### src/rtl/dmem_arb_pkg.sv
// Shared constants for the two-port data-memory arbiter: FSM state encoding and port ids.
package dmem_arb_pkg;

  localparam logic [1:0] ST_IDLE   = 2'd0;
  localparam logic [1:0] ST_ACCESS = 2'd1;
  localparam logic [1:0] ST_RESP   = 2'd2;

  localparam logic PORT0 = 1'b0;
  localparam logic PORT1 = 1'b1;

endpackage

### src/rtl/dmem_rr_pick.sv
// Combinational 2-way picker: a lone requester wins, a tie goes to the port that was not served last.
module dmem_rr_pick
  import dmem_arb_pkg::*;
(
  input  logic i_req0,
  input  logic i_req1,
  input  logic i_rr_last,
  output logic o_valid_c,
  output logic o_winner_c
);

  always_comb begin
    o_valid_c  = i_req0 | i_req1;
    o_winner_c = PORT0;
    if (i_req0 && i_req1) begin
      o_winner_c = ~i_rr_last;
    end else if (i_req1) begin
      o_winner_c = PORT1;
    end
  end

endmodule

### src/rtl/dmem_arbiter.sv
// Two-port arbiter in front of a single-port data memory (CPU MEM stage + debug/loader port).
// Define DMEM_ARB_FIXED_PRIO_EN for fixed port-0 priority instead of round-robin.
module dmem_arbiter
  import dmem_arb_pkg::*;
#(
  parameter int unsigned ADDR_W = 32,
  parameter int unsigned DATA_W = 32
) (
  input  logic              Clk,
  input  logic              Rst_n,
  input  logic              req0,
  input  logic              we0,
  input  logic [ADDR_W-1:0] addr0,
  input  logic [DATA_W-1:0] wdata0,
  output logic              ack0,
  output logic [DATA_W-1:0] rdata0,
  input  logic              req1,
  input  logic              we1,
  input  logic [ADDR_W-1:0] addr1,
  input  logic [DATA_W-1:0] wdata1,
  output logic              ack1,
  output logic [DATA_W-1:0] rdata1,
  output logic              mem_read,
  output logic              mem_write,
  output logic [ADDR_W-1:0] mem_addr,
  output logic [DATA_W-1:0] mem_wdata,
  input  logic [DATA_W-1:0] mem_rdata
);

  logic [1:0]        r_state;
  logic [1:0]        w_state_nxt;
  logic              r_grant;
  logic              r_we;
  logic [ADDR_W-1:0] r_addr;
  logic [DATA_W-1:0] r_wdata;
  logic              r_mem_read;
  logic              r_mem_write;
  logic              r_ack0;
  logic              r_ack1;
  logic [DATA_W-1:0] r_rdata0;
  logic [DATA_W-1:0] r_rdata1;

  logic              w_in_resp;
  logic              w_req0_m;
  logic              w_req1_m;
  logic              w_rr_last;
  logic              w_pick_valid;
  logic              w_pick_id;
  logic              w_load;
  logic              w_sel_we;
  logic [ADDR_W-1:0] w_sel_addr;
  logic [DATA_W-1:0] w_sel_wdata;

  assign w_in_resp = (r_state == ST_RESP);

`ifdef DMEM_ARB_FIXED_PRIO_EN
  // Port 0 keeps priority: a still-pending port 0 blocks port 1 from stealing the RESP slot.
  assign w_rr_last = PORT1;
  assign w_req0_m  = req0 & ~(w_in_resp & (r_grant == PORT0));
  assign w_req1_m  = req1 & ~(w_in_resp & (r_grant == PORT1))
                          & ~(w_in_resp & (r_grant == PORT0) & req0);
`else
  logic r_rr_last;

  assign w_rr_last = r_rr_last;
  assign w_req0_m  = req0 & ~(w_in_resp & (r_grant == PORT0));
  assign w_req1_m  = req1 & ~(w_in_resp & (r_grant == PORT1));

  always_ff @(posedge Clk) begin
    if (!Rst_n) begin
      r_rr_last <= PORT1;
    end else if (w_in_resp) begin
      r_rr_last <= r_grant;
    end
  end
`endif

  dmem_rr_pick u_pick (
    .i_req0     (w_req0_m),
    .i_req1     (w_req1_m),
    .i_rr_last  (w_rr_last),
    .o_valid_c  (w_pick_valid),
    .o_winner_c (w_pick_id)
  );

  assign w_sel_we    = (w_pick_id == PORT1) ? we1    : we0;
  assign w_sel_addr  = (w_pick_id == PORT1) ? addr1  : addr0;
  assign w_sel_wdata = (w_pick_id == PORT1) ? wdata1 : wdata0;

  always_ff @(posedge Clk) begin
    if (!Rst_n) begin
      r_state <= ST_IDLE;
    end else begin
      r_state <= w_state_nxt;
    end
  end

  // Arbitration happens in IDLE and RESP; ACCESS always lasts exactly one cycle.
  always_comb begin
    w_state_nxt = r_state;
    w_load      = 1'b0;
    case (r_state)
      ST_IDLE: begin
        if (w_pick_valid) begin
          w_state_nxt = ST_ACCESS;
          w_load      = 1'b1;
        end
      end
      ST_ACCESS: begin
        w_state_nxt = ST_RESP;
      end
      ST_RESP: begin
        if (w_pick_valid) begin
          w_state_nxt = ST_ACCESS;
          w_load      = 1'b1;
        end else begin
          w_state_nxt = ST_IDLE;
        end
      end
      default: begin
        w_state_nxt = ST_IDLE;
      end
    endcase
  end

  // Strobes are registered on grant so they are high only during ACCESS; read data lands with ack.
  always_ff @(posedge Clk) begin
    if (!Rst_n) begin
      r_grant     <= PORT0;
      r_we        <= 1'b0;
      r_addr      <= '0;
      r_wdata     <= '0;
      r_mem_read  <= 1'b0;
      r_mem_write <= 1'b0;
      r_ack0      <= 1'b0;
      r_ack1      <= 1'b0;
      r_rdata0    <= '0;
      r_rdata1    <= '0;
    end else begin
      r_mem_read  <= 1'b0;
      r_mem_write <= 1'b0;
      r_ack0      <= 1'b0;
      r_ack1      <= 1'b0;
      if (w_load) begin
        r_grant     <= w_pick_id;
        r_we        <= w_sel_we;
        r_addr      <= w_sel_addr;
        r_wdata     <= w_sel_wdata;
        r_mem_write <= w_sel_we;
        r_mem_read  <= ~w_sel_we;
      end
      if (r_state == ST_ACCESS) begin
        if (r_grant == PORT0) begin
          r_ack0 <= 1'b1;
          if (!r_we) r_rdata0 <= mem_rdata;
        end else begin
          r_ack1 <= 1'b1;
          if (!r_we) r_rdata1 <= mem_rdata;
        end
      end
    end
  end

  assign ack0      = r_ack0;
  assign ack1      = r_ack1;
  assign rdata0    = r_rdata0;
  assign rdata1    = r_rdata1;
  assign mem_read  = r_mem_read;
  assign mem_write = r_mem_write;
  assign mem_addr  = r_addr;
  assign mem_wdata = r_wdata;

endmodule

### config.mk
export PLATFORM = sky130hd
export DESIGN_NAME = dmem_arbiter
export DESIGN_NICKNAME = d
export VERILOG_FILES = /design/src/rtl/dmem_arb_pkg.sv /design/src/rtl/dmem_rr_pick.sv /design/src/rtl/dmem_arbiter.sv
export SDC_FILE = /design/constraint.sdc
export NUM_CORES = 1
export LEC_CHECK = 0
export BUFFER_PORTS_ARGS = -buffer_cell sky130_fd_sc_hd__buf_2
export CORE_ASPECT_RATIO = 0.75
export CORE_UTILIZATION = 45
export CTS_CLUSTER_DIAMETER = 80
export CTS_CLUSTER_SIZE = 25
export DETAILED_ROUTE_END_ITERATION = 10
export PLACE_DENSITY = 0.88
export SLEW_MARGIN = 10
export SYNTH_ARGS = -nofsm -noshare
export SYNTH_HDL_FRONTEND = slang
export SYNTH_SLANG_ARGS = --single-unit
### constraint.sdc
create_clock -name Clk -period 2.65 [get_ports Clk]
set_clock_uncertainty 0.1 [all_clocks]
set_input_delay 0.53 -clock Clk [delete_from_list [all_inputs] [get_ports Clk]]
set_output_delay 0.53 -clock Clk [all_outputs]
set_load 0.02 [all_outputs]
; Word level (Yosys, flattened, before mapping)
; Cells that the tools add are included.
[totals]
reg_bits = 137
input_bits = 166
[op_classes]
eq_ne = 3
mux = 12
bitwise_logic = 11
n_reduce_logical = 7
[op_table]
columns = operator, n
row1 = $mux 32, 2
row2 = $mux 1, 8
row3 = $not 1->1, 6
row4 = $pmux 2 s3, 1
row5 = $reduce_and 3->1, 2
row6 = $and 1x1->1, 4
row7 = $reduce_and 2->1, 2
row8 = $eq 2x1->1 const B, 1
row9 = $eq 2x2->1 const B, 1
row10 = $logic_not 2->1, 1
row11 = $mux 2, 1
row12 = $ne 2x1->1 const B, 1
row13 = $reduce_or 2->1, 1
row14 = $logic_and 1x1->1, 1
row15 = $or 1x1->1, 1

; Depth between registers and ports, before layout
; Gate-level depths: netlist of run 1.
[depth]
word_depth = 8
mapped_depth = 6
depth_no_buf = 4

; Modules after synthesis
; Synthesis of run 1 repeated with hierarchy kept, for this count alone.
[unflattened]
cells_unflattened = 603
hier_area_um2 = 5631.7
[modules_own_cells]
columns = module, n_inst, cells_each, area_per_inst_um2, seq_area_each_um2
row1 = dmem_arbiter, 1, 601, 5617.9, 2742.6
row2 = dmem_rr_pick, 1, 2, 13.8, 0.0

; Worst setup path after synthesis of run 1
; Ideal clock, no wire load.
[synth_timing]
path_kind = input port to flip-flop
start = input port req0
end = register r_addr[0], in the netlist mem_addr[0]
setup_time_ns = 0.125
arrival_time_ns = 1.357
required_time_ns = 2.425
slack_ns = 1.067
cell_stages = 5
path_buffers = 2
path_cell_list = mux2i_1 a211oi_2 buf_4 buf_2 a31oi_1
[synth_between]
elab_chain_cells = 4
[synth_rtl]
columns = item, line
row1 = "start, declared", dmem_arbiter.sv:11  ; input logic req0,
row2 = $and 1x1->1 (*), dmem_arbiter.sv:66  ; assign w_req0_m = req0 & ~(w_in_resp & (r_grant == PORT0));
row3 = $or 1x1->1 or $logic_and 1x1->1 (tied branches), "dmem_rr_pick.sv:13, dmem_rr_pick.sv:15"
row4 = $mux 1 (on tied branches), "dmem_arbiter.sv:104, dmem_arbiter.sv:113, dmem_rr_pick.sv:15"
row5 = $mux 1 or $mux 32 (tied branches), -
row6 = "end signal, assigned", dmem_arbiter.sv:147  ; r_addr <= w_sel_addr;
row7 = "end, declared", dmem_arbiter.sv:34  ; logic [ADDR_W-1:0] r_addr;
; Mark *: on every way between the ends. The rest lies on a longest branch, timed or not.
; A chain may end at the register's enable or synchronous reset.

; Worst setup path in the final report of run 1
[layout_timing]
start = register r_state[1]
end = register r_addr[26], in the netlist mem_addr[26]
[layout_between]
elab_chain_cells = 7
[layout_rtl]
columns = item, line
row1 = "start, declared", dmem_arbiter.sv:30  ; logic [1:0] r_state;
row2 = "start signal, assigned", dmem_arbiter.sv:94  ; r_state <= w_state_nxt;
row3 = $eq 2x2->1, "dmem_arbiter.sv:54, dmem_arbiter.sv:102"
row4 = $and 1x1->1 (on tied branches), "dmem_arbiter.sv:67, dmem_arbiter.sv:66"
row5 = $not 1->1 (on tied branches), "dmem_arbiter.sv:67, dmem_arbiter.sv:66"
row6 = $and 1x1->1 (on tied branches), "dmem_arbiter.sv:67, dmem_arbiter.sv:66"
row7 = $mux 1 (tied with other cells), dmem_rr_pick.sv:17  ; end else if (i_req1) begin
row8 = $mux 1 (on tied branches), "dmem_rr_pick.sv:15, dmem_arbiter.sv:104, dmem_arbiter.sv:113"
row9 = $mux 32 or $mux 1 (tied branches), -
; Several ways; a longest one is shown, not always the timed one.

==> metrics.md, run 1 <==
| Metric | Value |
|---|---|
| Status | finished, final reports clean |
| Maximum vdd drop | 0.4376 mV |
| Multi-input gate area | 2384 µm² |
| Core area | 11610 µm² |
| Net load switching power | 0.001581 W |
| Root Buffer Master | clkbuf_16 |
| Tot Pwr | 0.005833 W |
| Distinct cell type count after synthesis | 31 |
| Final HPWL from detailed placement | 10890 µm |
| Yosys reg bits | 137 |
| Fmax | 523.3 MHz |
| Max_slew headroom | 71.80% |
| Post-Route Utilization | 65.52% |
| WL final | 15950 µm |
| Static Leakage | 3.590 nW |
| Hold crit path type | in -> reg |
| Setup CP Type | reg -> reg |
| Reg clk slew, reported paths | 0.06 ns |
| Worst path bufs/invs | 1 |
| Setup bufs post-CTS | 0 |
| Clk Latency, worst-skew pair | 0.39 ns |
| Setup_tns | 0 ns |
| Cell area after layout | 7610 µm² |
| CP max-delay cell | dfxtp_1 |
| Max Cap Viol | 0 |
| Share of layout cells above drive strength 1 | 36.27% |
| GRT Util Overall | 25.85% |
| Final worst setup slack | 0.7389 ns |
| Synth top area cells | dfxtp_1 51%, nand2_1 18%, a31oi_1 7.3% |
| CTS tree | yes |
| Area share of xor/xnor cells in the synthesized design | 0% |
| WL met3 | 1235 µm |
| Gpl congestion | 0.8160 |
| Largest net degree at the start of global routing | 68 |
| Top Ports | 298 |
| First-pass GRT wire length | 25700 µm |
| Unrepaired setup endpoints after global routing | no |
| Switch share | 27.11% |
| # nets final | 1107 |
| Top delay family on crit path | compound AO/OA/AOI/OAI gates |
| Synthesized area per cell | 8.041 µm² |
| Die Span Y | 96.76 µm |
| Pwr per Cell Area | 766.5 nW/µm² |
| CP peak stage delay | 0.52 ns |
| DR pass1 iterations | 4 |
| Die W | 128.3 µm |
| Cell count after synthesis | 670 |
| Port Buffer Count | 297 |
| Gate power share | 16.1% |
| Hold Fails Final Rpt | 0 |
| Critical path arrival | 2.13 ns |
| Clock Power Share | 44.5% |
| Antenna violations before repair | 0 |
| Bufs on Longest Clock Path | 2 |
| Post-CTS Resized | 0 |
| Sequential Area | 2743 µm² |
| DR WL met2 | 7891 µm |
| Htree depth | 4 |
| Initial DRC count | 304 |
| GR Overflow Total | 0 |
| DRT antenna net count | 0 |
| Setup WS pre-CTS | 0.6689 ns |
| CP Launch Type | flop |
| # rows | 34 |
| CTS Hold Bufs | 0 |
| FF-to-FF setup slack | 0.74 ns |
| Post-synth top area cell | dfxtp_1 |
| Antenna diodes | 0 |
| Routed length on met1 | 6477 µm |
| Share of the synthesized area in the top cell type | 50.91% |
| Total number of vias | 5655 |
| # setup viols final | 0 |
| Most frequent cells in the layout | 296 x buf_2, 258 x nand2_1, 137 x dfxtp_1, 63 x a31oi_1, 51 x a21boi_0 |
| Fillers | 984 |
| Area Overhead vs Synth | 41.24% |
| Syn_nets | 836 |
| # DRC | 0 |
| Largest family of logic cells by synthesized area | compound AO/OA/AOI/OAI gates |
| Post-synthesis adder-cell area fraction | 0% |
| Mapped cell area | 5388 µm² |
| Die area | 12420 µm² |
| Max Slew Vio Count | 0 |
| CTS buffer count | 17 |
| Most common cell after layout, fill and taps aside | buf_2 |
| Initial Util | 46.39% |
| Uppermost layer routed | met4 |
| CP Cell Sequence | and2b_1 > o211a_2 > buf_12 > nand2_1 > a31oi_1 |
| Clock sinks | 137 |
| Mux cell area share after synthesis | 0.5806% |
| Nature of the critical path endpoint | flop |
| Seq pwr share | 39.4% |
| DP Area | 6962 µm² |
| Power Internal | 0.004252 W |
| Simple-gate share of the synthesized area | 19.65% |
| Final min period | 1.911 ns |
| Syn. warnings | 0 |
| Number of global-route vias before repair | 5398 |
| Crit share post-route | 72.12% |
| Critical Path RT | 2.87 ns |
| Drt wl/cell | 14.29 µm |
| Worst Path Max Fanout | 56 |
| Via/cell ratio | 5.067 |
| Post-synthesis sequential area ratio | 50.91% |
| Compound-Gate Fraction of Synth Area | 23.71% |
| Tightest Pin Transition | 0.4230 ns |
[power groups by stage]
stage / logic (W) / clock network (W) / registers (W)
finish: 0.000940 / 0.00259 / 0.00230
global route: 0.00103 / 0.00272 / 0.00232
CTS: 0.000945 / 0.00262 / 0.00230
detailed placement: 0.000943 / 0 / 0.00234
global placement: 0.000926 / 0 / 0.00233
floorplan: 0.000378 / 0 / 0.00252
[area by class of cell]
| class | instances | area share, % |
|---|---|---|
| Clock buffer | 18 | 5.640 |
| Clock inverter | 14 | 2.877 |
| Inverter | 3 | 0.1480 |
| Multi-Input combinational cell | 474 | 31.32 |
| Sequential cell | 137 | 36.04 |
| Tap cell | 162 | 2.664 |
| Timing Repair Buffer | 308 | 21.31 |
[metal layers]
layer  vias to the layer above  global-route usage [%]
li1                       2794                       -
met1                      2593                   28.95
met2                       236                   46.20
met3                        32                   7.356
met4                         0                   9.412
met5                         -                       0
[sequential cells by signal (all words and copies together) (netlist names)]
signal,count
r_we,1
mem_write,1
rdata0,32
mem_wdata,32
ack0,1
r_state,2
r_rr_last,1
rdata1,32
mem_addr,32
ack1,1
mem_read,1
r_grant,1
[worst reg2reg max path, cell delays in order, from the launching register on]
cell and delay [ns]:
dfxtp_1 0.52, and2b_1 0.28, o211a_2 0.35, buf_12 0.27
nand2_1 0.12, a31oi_1 0.19
[cells by family (layout without fill, tap and decap cells)]
kind of cell,after synthesis,in the layout
muxes,3,3
and+or+nand+nor,271,271
DFF,137,137
AOI/OAI and AO/OA,200,200
buffers and inverters,59,343
[per-stage QoR]
step,hold slack (ns),cells
detailed placement,0.3448,1084
floorplan,0.3651,670
finish,0.2763,1116
CTS,0.2614,1116
global placement,0.3370,1084
global route,0.2647,1116
[cells in the mapped netlist]
| cell type | count |
|---|---|
| o211ai_1 | 1 |
| buf_4 | 2 |
| clkbuf_1 | 30 |
| o21ai_1 | 15 |
| o211a_1 | 1 |
| nor3b_2 | 1 |
| and2b_1 | 1 |
| nand3b_1 | 1 |
| mux2i_1 | 2 |
| a211oi_2 | 1 |
| mux2_2 | 1 |
| nor2_1 | 1 |
| nand2_1 | 258 |
| a31o_2 | 1 |
| inv_1 | 3 |
| a21boi_0 | 51 |
| o22ai_1 | 1 |
| o211ai_2 | 1 |
| o21ai_0 | 49 |
| and2_1 | 6 |
| o221a_2 | 1 |
| a32oi_1 | 1 |
| a21boi_1 | 13 |
| nor2b_1 | 1 |
| a21oi_1 | 1 |
| buf_6 | 3 |
| and2_0 | 1 |
| buf_2 | 21 |
| dfxtp_1 | 137 |
| a31oi_1 | 63 |
| and3b_1 | 1 |
[worst paths after layout]
kind | start | cells past startpoint | to
setup reg to reg | r_state[1] | 5 | mem_addr[26]
setup / recovery | r_state[1] | 5 | mem_addr[26]
hold reg to reg | rdata1[4] | 2 | rdata1[4]
hold / removal | wdata0[17] | 3 | mem_wdata[17]
Power figures use the tool's default switching activity.
==> inputs of run 2 (changes only) <==
ABC_AREA = 1   (was not set)
PLACE_DENSITY = 0.85   (was 0.88)
clock period = 1.8 ns   (was 2.65 ns; I/O delays follow)
==> metrics.md, run 2 <==
| Metric | Value |
|---|---|
| Port Buffer Count | 297 (unchanged) |
| Share of layout cells above drive strength 1 | 29.19% (was 36.27%) |
| Simple-gate share of the synthesized area | 33.80% (was 19.65%) |
| Static Leakage | 4.539 nW (was 3.590 nW) |
| Critical R2R Capture | mem_addr[30] (was mem_addr[26]) |
| Clock sinks | 137 (unchanged) |
| Nature of the critical path endpoint | flop (unchanged) |
| Top Ports | 298 (unchanged) |
| Largest family of logic cells by synthesized area | simple AND/OR/NAND/NOR gates (was compound AO/OA/AOI/OAI gates) |
| WHS Path Cells | 3 (unchanged) |
| # rows | 37 (was 34) |
| Gpl congestion | 0.8304 (was 0.8160) |
| Setup CP Type | reg -> reg (unchanged) |
| GRT Util Overall | 24.77% (was 25.85%) |
| Pwr per Cell Area | 1026 nW/µm² (was 766.5 nW/µm²) |
| Unrepaired setup endpoints after global routing | no (unchanged) |
| Max_slew headroom | 79.66% (was 71.80%) |
| Ys async rst share | 0% (unchanged) |
| Status | finished, violations left (was finished, final reports clean) |
| Setup_tns | 0 ns (unchanged) |
| R2R depth | 8 (was 5) |
| Most used DFF post-synth | dfxtp_1 (unchanged) |
| Share of the synthesized area in the top cell type | 43.33% (was 50.91%) |
| Area share of xor/xnor cells in the synthesized design | 0% (unchanged) |
| Antenna violations before repair | 2 (was 0) |
| # nets final | 1384 (was 1107) |
| CTS Hold Bufs | 0 (unchanged) |
| Initial Util | 46.19% (was 46.39%) |
| CP Launch Type | flop (unchanged) |
| Crit share post-route | 90.49% (was 72.12%) |
| Post-synth EDFFs | 0 (unchanged) |
| Synth top area cells | dfxtp_1 43%, nor2_1 16%, nand2_1 12% (was dfxtp_1 51%, nand2_1 18%, a31oi_1 7.3%) |
| GR Overflow Total | 0 (unchanged) |
| Max Slew Vio Count | 0 (unchanged) |
| Met3 usage | 7.883% (was 7.356%) |
| Hold crit path type | in -> reg (unchanged) |
| Syn_nets | 1114 (was 836) |
| DP Area | 8005 µm² (was 6962 µm²) |
| Mux cell area share after synthesis | 0% (was 0.5806%) |
| Fmax | 614.0 MHz (was 523.3 MHz) |
| Met1 Use GR | 28.33% (was 28.95%) |
| Syn. warnings | 0 (unchanged) |
| Area Overhead vs Synth | 35.94% (was 41.24%) |
| Post-synthesis sequential area ratio | 43.33% (was 50.91%) |
| CTS buffer count | 17 (unchanged) |
| Critical path arrival | 1.88 ns (was 2.13 ns) |
| Die W | 139.0 µm (was 128.3 µm) |
| Post-Route Utilization | 62.79% (was 65.52%) |
| Number of global-route vias before repair | 6135 (was 5398) |
| FF-to-FF setup slack | 0.17 ns (was 0.74 ns) |
| Distinct cell type count after synthesis | 17 (was 31) |
| Top-count cell post-synth | nor2_1 (was nand2_1) |
| Yosys reg bits | 137 (unchanged) |
| Cell area after layout | 8605 µm² (was 7610 µm²) |
| Initial DRC count | 333 (was 304) |
| Hold EP | rdata1[9] (was mem_wdata[17]) |
| Root Buffer Master | clkbuf_16 (unchanged) |
| Final HPWL from detailed placement | 12850 µm (was 10890 µm) |
| Die area | 14550 µm² (was 12420 µm²) |
| CP max-delay cell | dfxtp_1 (unchanged) |
| Max Cap Viol | 0 (unchanged) |
| # DRC | 15 (was 0) |
| CTS tree | yes (unchanged) |
| Hold_sp | mem_rdata[9] (was wdata0[17]) |
| Via/cell ratio | 4.755 (was 5.067) |
| Largest net degree at the start of global routing | 64 (was 68) |
| Bufs on Longest Clock Path | 2 (unchanged) |
| # setup viols final | 0 (unchanged) |
| DR pass1 iterations | 8 (was 4) |
| Core area | 13700 µm² (was 11610 µm²) |
| WL final | 17920 µm (was 15950 µm) |
| Failing checks | design-rule violations |
| First-pass GRT wire length | 29070 µm (was 25700 µm) |
| Synth cell count leaders | 263 x nor2_1, 205 x nand2_1, 137 x dfxtp_1 (was 258 x nand2_1, 137 x dfxtp_1, 63 x a31oi_1) |
| Crit path top cell by count | nor2_1 |
| GR peak layer | met2 (unchanged) |
| Most common cell after layout, fill and taps aside | buf_2 (unchanged) |
| Setup bufs post-CTS | 0 (unchanged) |
| Mapped cell area | 6330 µm² (was 5388 µm²) |
| Synthesized area per cell | 6.677 µm² (was 8.041 µm²) |
| Grt met2 use | 43.33% (was 46.20%) |
| Post-synthesis adder-cell area fraction | 0% (unchanged) |
| Cell count after synthesis | 948 (was 670) |
| Final min period | 1.629 ns (was 1.911 ns) |
| Htree depth | 4 (unchanged) |
| CP Cell Sequence | inv_2 > nand3_2 > nand2_2 > clkinv_2 > buf_4 > a21boi_0 > nor2_1 > nor2_1 (was and2b_1 > o211a_2 > buf_12 > nand2_1 > a31oi_1) |
| DRT antenna net count | 0 (unchanged) |
| Reg clk slew, reported paths | 0.06 ns (about the same) |
| Worst Path Max Fanout | 21 (was 56) |
| Hold Fails Final Rpt | 0 (unchanged) |
| Drt wl/cell | 12.75 µm (was 14.29 µm) |
| CP peak stage delay | 0.34 ns (was 0.52 ns) |
| Critical Path RT | 2.05 ns (was 2.87 ns) |
| Clk Latency, worst-skew pair | 0.41 ns (was 0.39 ns) |
| Post-CTS Resized | 0 (unchanged) |
| Tightest Pin Transition | 0.3052 ns (was 0.4230 ns) |
| Die Span Y | 104.7 µm (was 96.76 µm) |
| Most frequent cells in the layout | 296 x buf_2, 263 x nor2_1, 204 x nand2_1, 137 x dfxtp_1, 70 x inv_1 (was 296 x buf_2, 258 x nand2_1, 137 x dfxtp_1, 63 x a31oi_1, 51 x a21boi_0) |
| Reg2reg start | r_state[0] (was r_state[1]) |
| Compound-Gate Fraction of Synth Area | 12.99% (was 23.71%) |
| Total number of vias | 6686 (was 5655) |
| Post-synth top area cell | dfxtp_1 (unchanged) |
| Maximum vdd drop | 0.6712 mV (was 0.4376 mV) |
==> run 2: kinds of logic after synthesis <==
group                  count (synthesis)
and+or+nand+nor                      541
buffers and inverters                140
AOI/OAI and AO/OA                    130
DFF                                  137
==> run 2: where the power goes <==
part	leakage [nW]	total, W	switching [W]	internal [W]
logic	3.12	0.00188	0.00117	0.000709
clock network	0.296	0.00351	0.00140	0.00211
registers	1.13	0.00343	0.000131	0.00330
total	4.54	0.00882	0.00271	0.00612
==> run 2: area by class of cell <==
class	count	area [µm²]
Fill cell	1218	5099
Multi-Input combinational cell	671	2972
Sequential cell	137	2743
Timing Repair Buffer	318	1797
Clock buffer	18	439.2
Inverter	73	275.3
Tap cell	175	219.0
Clock inverter	13	157.7
Antenna cell	1	2.502
==> run 2: per-stage QoR <==
stage	hold WS, ns	std cells	setup WS, ns	total power, W
6_report	0.1103	1406	0.1712	0.008825
5_1_grt	0.1161	1406	0.0009874	0.009258
4_1_cts	0.09388	1405	0.1372	0.008913
3_5_place_dp	0.3652	1374	0.1596	0.005374
3_3_place_gp	0.3560	1374	0.2644	0.005326
2_1_floorplan	0.3475	948	0.3975	0.004698
==> run 2: worst max-delay path by stage <==
stage	from	to	cells after the start
floorplan	r_state[0]	mem_addr[12]	8
global placement	r_state[0]	mem_addr[7]	8
detailed placement	r_state[0]	mem_addr[30]	8
CTS	r_state[0]	mem_addr[30]	8
global route	r_grant	mem_wdata[30]	7
finish	r_state[0]	mem_addr[30]	8
==> run 2: per-layer routing <==
metal	part of all wire [%]	routed length, µm	up-vias
li1	-	-	3471
met1	42	7499	2977
met2	49	8784	207
met3	7.1	1266	31
met4	2.1	370	0
met5	0	0	-
==> run 2: critical path, delay by kind of cell (launching register included) <==
kind / cells / cell delay (ns)
compound gates: 1 / 0.23
simple gates: 4 / 0.39
buf+inv: 3 / 0.52
flops: 1 / 0.34
